<file path="config.mk">
export PLATFORM = sky130hd
export DESIGN_NAME = pc_fetch_unit
export DESIGN_NICKNAME = d
export VERILOG_FILES = /design/src/rtl/cpu_pkg.sv /design/src/rtl/return_addr_stack.sv /design/src/rtl/pc_fetch_unit.sv
export SDC_FILE = /design/constraint.sdc
export NUM_CORES = 1
export LEC_CHECK = 0
export CORE_ASPECT_RATIO = 1.25
export CORE_MARGIN = 2
export CORE_UTILIZATION = 39
export DETAILED_ROUTE_END_ITERATION = 16
export GPL_TIMING_DRIVEN = 0
export PLACE_DENSITY_LB_ADDON = 0.3
export SYNTH_ARGS = -nofsm -noshare
export SYNTH_HDL_FRONTEND = slang
export SYNTH_SLANG_ARGS = --single-unit
</file>
<file path="constraint.sdc">
create_clock -name clk -period 2.1 [get_ports clk]
set_input_delay 0.525 -clock clk [delete_from_list [all_inputs] [get_ports clk]]
set_output_delay 0.525 -clock clk [all_outputs]
set_load 0.005 [all_outputs]
</file>
<file path="src/rtl/cpu_pkg.sv">
// Shared CPU definitions: PC width, halt-time filler instruction, fetch FSM states.
package cpu_pkg;

  localparam int unsigned PC_W = 16;

  localparam logic [PC_W-1:0] NO_OP = 16'hF000;

  typedef enum logic [1:0] {
    RUN  = 2'd0,
    RET  = 2'd1,
    HALT = 2'd2
  } fetch_state_t;

endpackage

</file>
<file path="src/rtl/return_addr_stack.sv">
// Circular return-address stack with a write pointer and occupancy count.
// Ports: push/push_data write the entry at sp; pop removes the entry below sp;
//        top is that entry; full/empty from the count; *_evt flag a push while
//        full (oldest entry overwritten) or a pop while empty (ignored).
module return_addr_stack #(
  parameter int unsigned DEPTH = 4,
  parameter int unsigned W     = 16
) (
  input  logic         clk,
  input  logic         rst,
  input  logic         push,
  input  logic         pop,
  input  logic [W-1:0] push_data,
  output logic [W-1:0] top,
  output logic         full,
  output logic         empty,
  output logic         overflow_evt,
  output logic         underflow_evt
);

  localparam int unsigned PTR_W = (DEPTH > 1) ? $clog2(DEPTH) : 1;
  localparam int unsigned CNT_W = $clog2(DEPTH + 1);

  logic [W-1:0]     r_mem [DEPTH];
  logic [PTR_W-1:0] r_sp;
  logic [CNT_W-1:0] r_count;
  logic [PTR_W-1:0] w_top_idx;

  // sp points at the next free slot; when full it also points at the oldest entry
  assign w_top_idx     = PTR_W'(r_sp - PTR_W'(1));
  assign top           = r_mem[w_top_idx];
  assign full          = (r_count == CNT_W'(DEPTH));
  assign empty         = (r_count == CNT_W'(0));
  assign overflow_evt  = push & full;
  assign underflow_evt = pop & ~push & empty;

  // Pointer and occupancy; push takes precedence over pop
  always_ff @(posedge clk) begin
    if (rst) begin
      r_sp    <= '0;
      r_count <= '0;
    end else if (push) begin
      r_sp <= PTR_W'(r_sp + PTR_W'(1));
      if (!full) r_count <= CNT_W'(r_count + CNT_W'(1));
    end else if (pop && !empty) begin
      r_sp    <= w_top_idx;
      r_count <= CNT_W'(r_count - CNT_W'(1));
    end
  end

  // Storage; contents are don't-care after reset
  always_ff @(posedge clk) begin
    if (push) r_mem[r_sp] <= push_data;
  end

endmodule

</file>
<file path="src/rtl/pc_fetch_unit.sv">
// Instruction-fetch stage: PC register, next-PC priority mux, RUN/RET/HALT FSM,
// return-address stack and sticky RAS error flags.
// Ports: redirect inputs (PC_hazard/branch_target, call/call_target/call_PC,
//        ret_control, data_hazard, halt); imem_addr/imem_instr to instruction
//        memory; PC_out/instruction_out/ret_PC to IF/ID; halted and sticky
//        ras_overflow/ras_underflow status.
module pc_fetch_unit
  import cpu_pkg::*;
#(
  parameter logic [PC_W-1:0] RESET_PC  = 16'h0000,
  parameter int unsigned     RAS_DEPTH = 4
) (
  input  logic            clk,
  input  logic            rst,
  input  logic            data_hazard,
  input  logic            PC_hazard,
  input  logic [PC_W-1:0] branch_target,
  input  logic            call,
  input  logic [11:0]     call_target,
  input  logic [PC_W-1:0] call_PC,
  input  logic            ret_control,
  input  logic            halt,
  input  logic [PC_W-1:0] imem_instr,
  output logic [PC_W-1:0] imem_addr,
  output logic [PC_W-1:0] PC_out,
  output logic [PC_W-1:0] instruction_out,
  output logic            ret_PC,
  output logic            halted,
  output logic            ras_overflow,
  output logic            ras_underflow
);

  fetch_state_t    r_state, w_state_nxt;
  logic [PC_W-1:0] r_pc, w_pc_nxt;
  logic            r_ret_pc, r_halted, r_ras_overflow, r_ras_underflow;

  logic            w_push, w_pop;
  logic [PC_W-1:0] w_push_data;
  logic [PC_W-1:0] w_ras_top;
  logic            w_ras_full, w_ras_empty, w_ras_ovf_evt, w_ras_unf_evt;

  assign w_push_data = PC_W'(call_PC + PC_W'(1));

  return_addr_stack #(
    .DEPTH (RAS_DEPTH),
    .W     (PC_W)
  ) u_ras (
    .clk           (clk),
    .rst           (rst),
    .push          (w_push),
    .pop           (w_pop),
    .push_data     (w_push_data),
    .top           (w_ras_top),
    .full          (w_ras_full),
    .empty         (w_ras_empty),
    .overflow_evt  (w_ras_ovf_evt),
    .underflow_evt (w_ras_unf_evt)
  );

  // Next-PC priority and FSM; HALT is absorbing, halt overrides every redirect
  always_comb begin
    w_state_nxt = r_state;
    w_pc_nxt    = r_pc;
    w_push      = 1'b0;
    w_pop       = 1'b0;
    if (r_state != HALT) begin
      w_state_nxt = RUN;
      if (halt) begin
        w_state_nxt = HALT;
      end else if (PC_hazard) begin
        w_pc_nxt = branch_target;
      end else if (call) begin
        w_pc_nxt = {call_PC[15:12], call_target};
        w_push   = 1'b1;
      end else if (ret_control && (r_state == RUN)) begin
        // A return with nothing on the stack freezes fetch at the current PC
        w_pop = 1'b1;
        if (w_ras_empty) begin
          w_state_nxt = HALT;
        end else begin
          w_pc_nxt    = w_ras_top;
          w_state_nxt = RET;
        end
      end else if (!data_hazard) begin
        w_pc_nxt = PC_W'(r_pc + PC_W'(1));
      end
    end
  end

  // State, PC and registered status outputs
  always_ff @(posedge clk) begin
    if (rst) begin
      r_state         <= RUN;
      r_pc            <= RESET_PC;
      r_ret_pc        <= 1'b0;
      r_halted        <= 1'b0;
      r_ras_overflow  <= 1'b0;
      r_ras_underflow <= 1'b0;
    end else begin
      r_state         <= w_state_nxt;
      r_pc            <= w_pc_nxt;
      r_ret_pc        <= (w_state_nxt == RET);
      r_halted        <= (w_state_nxt == HALT);
      r_ras_overflow  <= r_ras_overflow | w_ras_ovf_evt | (w_push & w_ras_full);
      r_ras_underflow <= r_ras_underflow | w_ras_unf_evt;
    end
  end

  assign imem_addr       = r_pc;
  assign PC_out          = r_pc;
  assign instruction_out = r_halted ? NO_OP : imem_instr;
  assign ret_PC          = r_ret_pc;
  assign halted          = r_halted;
  assign ras_overflow    = r_ras_overflow;
  assign ras_underflow   = r_ras_underflow;

endmodule

</file>
# Word level (Yosys, flattened, before mapping)
# Memories as Yosys holds them, arrays and structs flattened.
# Cells that the tools add are included.
dict set report word_totals {
  output_inout_bits 52
  wordCells 66
  mem_bits_rw 64
  mem_count 1
  ff_bits 27
}
# memory words width rd rd_ports_with_merged_regs write_ports line_no
set mem_list {}
lappend mem_list {u_ras.r_mem 4 16 1 0 1 return_addr_stack.sv:24} ;# logic [W-1:0] r_mem [DEPTH];
dict set report classes {
  bitwise_logic 8
  eq_ne 7
  mux 28
  addsub 6
  reduce_logical 8
}
# operator n
set ops {}
lappend ops {{$mux W16} 6}
lappend ops {{$add A16 B1 Y16 const B} 2}
lappend ops {{$mux W2} 8}
lappend ops {{$mux W1} 11}
lappend ops {{$mux W3} 3}
lappend ops {{$ne A2 B2 Y1 const B} 2}
lappend ops {{$ne A4 B1 Y1 const B} 1}
lappend ops {{$ne A4 B4 Y1 const B} 1}
lappend ops {{$reduce_and A4 Y1} 1}
lappend ops {{$add A3 B1 Y3 const B} 1}
lappend ops {{$and A1 B1 Y1} 3}
lappend ops {{$eq A3 B3 Y1 const B} 1}
lappend ops {{$logic_not A3 Y1} 1}
lappend ops {{$or A1 B1 Y1} 3}
lappend ops {{$sub A3 B1 Y3 const B} 1}
lappend ops {{$add A2 B1 Y2 const B} 1}
lappend ops {{$eq A2 B1 Y1 const B} 1}
lappend ops {{$eq A2 B2 Y1 const B} 1}
lappend ops {{$logic_and A1 B1 Y1} 2}
lappend ops {{$logic_not A2 Y1} 1}
lappend ops {{$not A1 Y1} 2}
lappend ops {{$reduce_and A2 Y1} 1}
lappend ops {{$reduce_bool A2 Y1} 1}
lappend ops {{$sub A2 B1 Y2 const B} 1}
lappend ops {{$logic_not A1 Y1} 1}

# Depth between registers and ports, before layout
dict set report logic_depth {
  word_depth 10
  ltp_mapped 11
  mapped_depth_nobuf 7
}

# Modules after synthesis
# A second synthesis with hierarchy kept.
dict set report hier_totals {
  cells_unflattened 417
  area_unflattened_um2 4760.8
}
# module instances cells_per_inst area_per_inst_um2
set by_module_without_submodules {}
lappend by_module_without_submodules {return_addr_stack 1 134 2706.3}
lappend by_module_without_submodules {pc_fetch_unit 1 283 2054.5}

# Least setup slack after synthesis
# No wires, ideal clock.
dict set report synth_timing {
  path_kind {flip-flop to flip-flop}
  from {reg u_ras.r_sp[0]}
  to {reg r_pc[10] (netlist: PC_out[10])}
  period_less_slack_ns 2.252
  arrival_ns 2.116
  required_time_ns 1.964
  slack_ns -0.152
  stages_incl_launch_ff 11
  path_buffers 4
  cell_sequence {dfxtp_1 buf_4 buf_8 inv_1 ha_1 clkbuf_2 buf_2 mux4_2 o221a_1 a21oi_1 nor3_1}
}
dict set report synth_between {
  elab_chain_len 6
}
# item line_no
set synth_rtl {}
lappend synth_rtl {{from (decl)} return_addr_stack.sv:25} ;# logic [PTR_W-1:0] r_sp;
lappend synth_rtl {{from (signal assigned)} return_addr_stack.sv:43} ;# r_sp <= PTR_W'(r_sp + PTR_W'(1));
lappend synth_rtl {{from (signal assigned)} return_addr_stack.sv:46} ;# r_sp <= w_top_idx;
lappend synth_rtl {{$sub A2 B1 Y2} return_addr_stack.sv:30} ;# assign w_top_idx = PTR_W'(r_sp - PTR_W'(1));
lappend synth_rtl {{$mem_v2 Z4 W16} -}
lappend synth_rtl {{$mux W16} pc_fetch_unit.sv:78} ;# if (w_ras_empty) begin
lappend synth_rtl {{$mux W16} pc_fetch_unit.sv:75} ;# end else if (ret_control && (r_state == RUN)) begin
lappend synth_rtl {{$mux W16} pc_fetch_unit.sv:72} ;# end else if (call) begin
lappend synth_rtl {{$mux W16} pc_fetch_unit.sv:70} ;# end else if (PC_hazard) begin
lappend synth_rtl {{to (signal assigned)} pc_fetch_unit.sv:101} ;# r_pc <= w_pc_nxt;
lappend synth_rtl {{to (decl)} pc_fetch_unit.sv:34} ;# logic [PC_W-1:0] r_pc, w_pc_nxt;
# No other way between the ends. The select of a mux whose other input is x is not followed.
# A chain may end at the register's enable or synchronous reset.

# Worst setup path after layout
dict set report layout_timing {
  from {in ret_control}
  to {reg r_pc[14] (netlist: PC_out[14])}
}
dict set report layout_between {
  elab_chain_len 4
}
# item line_no
set layout_rtl {}
lappend layout_rtl {{from (decl)} pc_fetch_unit.sv:21} ;# input logic ret_control,
lappend layout_rtl {{$logic_and A1 B1 Y1 *} pc_fetch_unit.sv:75}
lappend layout_rtl {{$mux W16} pc_fetch_unit.sv:75}
lappend layout_rtl {{$mux W16} pc_fetch_unit.sv:72}
lappend layout_rtl {{$mux W16} pc_fetch_unit.sv:70}
# Mark *: on every way between the ends. The rest lies on a longest branch, timed or not.

==> results_dict.tcl <==
set metrics [dict create \
    avgSynthCellArea_um2 11.7 \
    async_reset_ff_share_pct 0 \
    drt_first_pass_iters 4 \
    drive_above_1_share_pct 20.7 \
    ys_types 58 \
    holdWs_ps 479 \
    p_clk_share_pct 34.5 \
    cts_sinks 91 \
    outcome "finished clean" \
    arrival_ps 2310 \
    tightest_slew_ps 664 \
    die_x_um 102 \
    swShare_pct 24.1 \
    worstSetupStartpointType "primary input" \
    rows 44 \
    cp.required_ps 2360 \
    port_buffers 116 \
    setup_slack_ps 48.1 \
    hold_path_end "ras_overflow" \
    grt_max_degree 17 \
    hold_depth 2 \
    clk_latency_ps 350 \
    drv_cap 0 \
    yosys.area_share.xor_xnor_pct 3.56 \
    p_int_mw 3.19 \
    cts_tree "yes" \
    skew_ps 10.7 \
    drt_iter0_drc 221 \
    final_cells 697 \
    ys_seq_elements 91 \
    drt_wl_total_mm 12.4 \
    syn-cell-area_um2 4670 \
    synth-edff-count 64 \
    place_worst_setup_slack_ps -463 \
    fmax_mhz 487 \
    drtAntennaViolNets 0 \
    drcViolationCount 0 \
    dp_hpwl_mm 9.13 \
    antenna_found_initial 0 \
    crit_fanout 10 \
    p_comb_share_pct 17.5 \
    r2r_slack_ps 70 \
    timing.rr.end "PC_out[7]" \
    synthFlopType "edfxtp_1" \
    diodes 0 \
    drt-wirelength-per-cell_um 17.8 \
    start_util_pct 40.0 \
    yosysSeqAreaShare_pct 52.7 \
    via_per_inst 5.36 \
    yosys.area.top_type "edfxtp_1" \
    fin_nets 606 \
    gr-total-overflow 0 \
    peakVddDrop_v 0.000445 \
    power.density_nw_per_um2 645 \
    crit_type "in2reg" \
    rr_worst_depth 10 \
    fin_util_pct 55.8 \
    gr-usage-all-layers_pct 19.1 \
    grt_pass1_vias 3591 \
    synth_compound_area_share_pct 12.5 \
    io_pins 119 \
    final-setup-viol-count 0 \
    reg2reg_from "u_ras.r_sp[0]" \
    end_kind "flop" \
    worstHoldStart "ras_overflow" \
    period_minus_slack_ps 2050 \
    dp_cells 675 \
    yosysTopAreaCellShare_pct 41.2 \
    cts_buffers 9 \
    max_slew_margin_pct 55.7 \
    clockBufferDepth 2 \
    htreeDepth 3 \
    slew_viol_final 0 \
    clkTransAtPathRegs_ps 60 \
    synthAdderAreaFrac_pct 2.04 \
    synth_top_family_by_area "simple AND/OR/NAND/NOR gates" \
    fin_area_um2 6520 \
    syn_to_final_growth_pct 39.6 \
    gp_congestion 0.914 \
    p_leak_nw 2.30 \
    die_h_um 126 \
    yosysWarnings 0 \
    grt_pass1_wl_mm 18.4 \
    dieArea_um2 12900 \
    seq_power_share_pct 48.1 \
    synth.area.mux_share_pct 7.72 \
    power_mw 4.21 \
    syn-num-nets 472 \
    ctsHoldBuffers 0 \
    hold_violations 0 \
    synth-simple-area-share_pct 15.2 \
    finalSetupTns_ps 0 \
    vias 3738 \
    core_um2 11700 \
    root_buffer "clkbuf_16" \
    syn_inst 398 \
    placed_area_um2 6050 \
    p_sw_mw 1.02 \
    synth.top_cells.by_area "edfxtp_1 (41%), dfxtp_1 (12%), mux4_2 (7.7%)" \
    rsz0062_at_grt "yes" \
    holdCritPathClass "reg2reg" \
    fin_crit_sh_pct 97.7 \
]
worst max-delay path, cell delays in order:
cell             delay [ps]
clkdlybuf4s50_1         490
or3b_4                  430
buf_6                   160
nand2_1                  80
nor3_1                   70
a211o_1                 330
a221oi_2                210
cells by family after synthesis:
kind of cell | after synthesis
and+or+nand+nor | 138
DFF | 91
AOI/OAI and AO/OA | 80
buffers and inverters | 47
xor gates and xnor gates | 19
muxes | 16
adders and majority gates | 7
layout by cell type, fill, tap and decap left out, types with 3 or more instances in the layout:
master / n
a21o_1: 3
and2_2: 4
o21ai_1: 9
inv_1: 9
buf_4: 24
nand4_1: 6
xor2_1: 7
o21ai_0: 3
nor2_1: 31
a221oi_1: 5
nor3_2: 4
edfxtp_1: 64
nor3_1: 7
nand3_2: 3
dfxtp_1: 25
or2_2: 4
o311ai_1: 3
clkdlybuf4s50_1: 99
xnor2_2: 3
ha_1: 5
xnor2_1: 9
dlygate4sd2_1: 16
a211oi_1: 6
nor2b_1: 11
nand3_1: 14
nand2b_1: 6
nand2_1: 30
a21oi_1: 19
mux4_2: 16
buf_8: 3
clkbuf_1: 6
clkbuf_16: 10
a211oi_2: 4
and3_1: 6
power by group through the flow:
stage                     Sequential [mW]  Combinational (mW)  Clock [mW]
after floorplan                      2.05               0.339           0
after global placement               2.06               0.690           0
after detailed placement             2.06               0.701           0
after CTS                            2.02               0.715        1.47
after global routing                 2.03               0.789        1.53
final                                2.02               0.735        1.45
state kept, by name, indices dropped and copies added, names as in the netlist:
| signal | cells |
|---|---|
| ras_underflow | 1 |
| ret_PC | 1 |
| PC_out | 16 |
| u_ras.r_sp | 2 |
| ras_overflow | 1 |
| u_ras.r_count | 3 |
| u_ras.r_mem | 64 |
| halted | 1 |
| r_state | 2 |
layer usage:
layer	part of all wire (%)	wire length (um)	track usage, %	vias to the layer above
met5	0	0	0	-
met4	2.6	323	7.92	0
met3	7.6	947	4.74	23
met2	53	6540	35.1	165
met1	37	4590	20.5	1801
li1	-	-	-	1749
area by class of cell:
class,instances,area [um^2]
Multi-Input combinational cell,260,2030
Clock inverter,4,27.5
Inverter,12,47.5
Tap cell,161,201
Buffer,35,300
Fill cell,1014,5150
Clock buffer,11,233
Timing Repair Buffer,123,1210
Sequential cell,91,2470
synthesized netlist by cell type, types with 3 or more instances:
| cell | instances |
|---|---|
| a211oi_1 | 6 |
| a211oi_2 | 4 |
| a21o_1 | 3 |
| a21oi_1 | 20 |
| a221oi_1 | 6 |
| and2_1 | 5 |
| and3_1 | 6 |
| buf_2 | 4 |
| buf_4 | 20 |
| buf_6 | 3 |
| clkbuf_1 | 5 |
| dfxtp_1 | 27 |
| edfxtp_1 | 64 |
| ha_1 | 6 |
| inv_1 | 10 |
| mux4_2 | 16 |
| nand2_1 | 30 |
| nand2b_1 | 6 |
| nand3_1 | 15 |
| nand4_1 | 6 |
| nor2_1 | 32 |
| nor2b_1 | 13 |
| nor3_1 | 11 |
| o21ai_0 | 3 |
| o21ai_1 | 10 |
| o311ai_1 | 3 |
| or2_2 | 4 |
| xnor2_1 | 12 |
| xor2_1 | 7 |
worst max path at each step:
stage | endpoint | slack, ps | start | cells after the start
final | PC_out[14] | 50 | ret_control | 7
after global routing | PC_out[14] | -40 | ret_control | 7
after CTS | u_ras.r_count[2] | 8 | halt | 8
after detailed placement | u_ras.r_mem[3][12] | -460 | call_PC[0] | 6
after global placement | u_ras.r_mem[3][9] | -460 | halt | 5
after floorplan | PC_out[11] | 4 | u_ras.r_sp[0] | 10
what timing repair did:
action	4_1_cts	5_1_grt
pin swaps	2	1
buffers inserted	4	1
cloned	1	1
resized for setup	39	16
endpoints found under the setup margin	104	33
No activity file was read; power rests on OpenSTA's default activity.
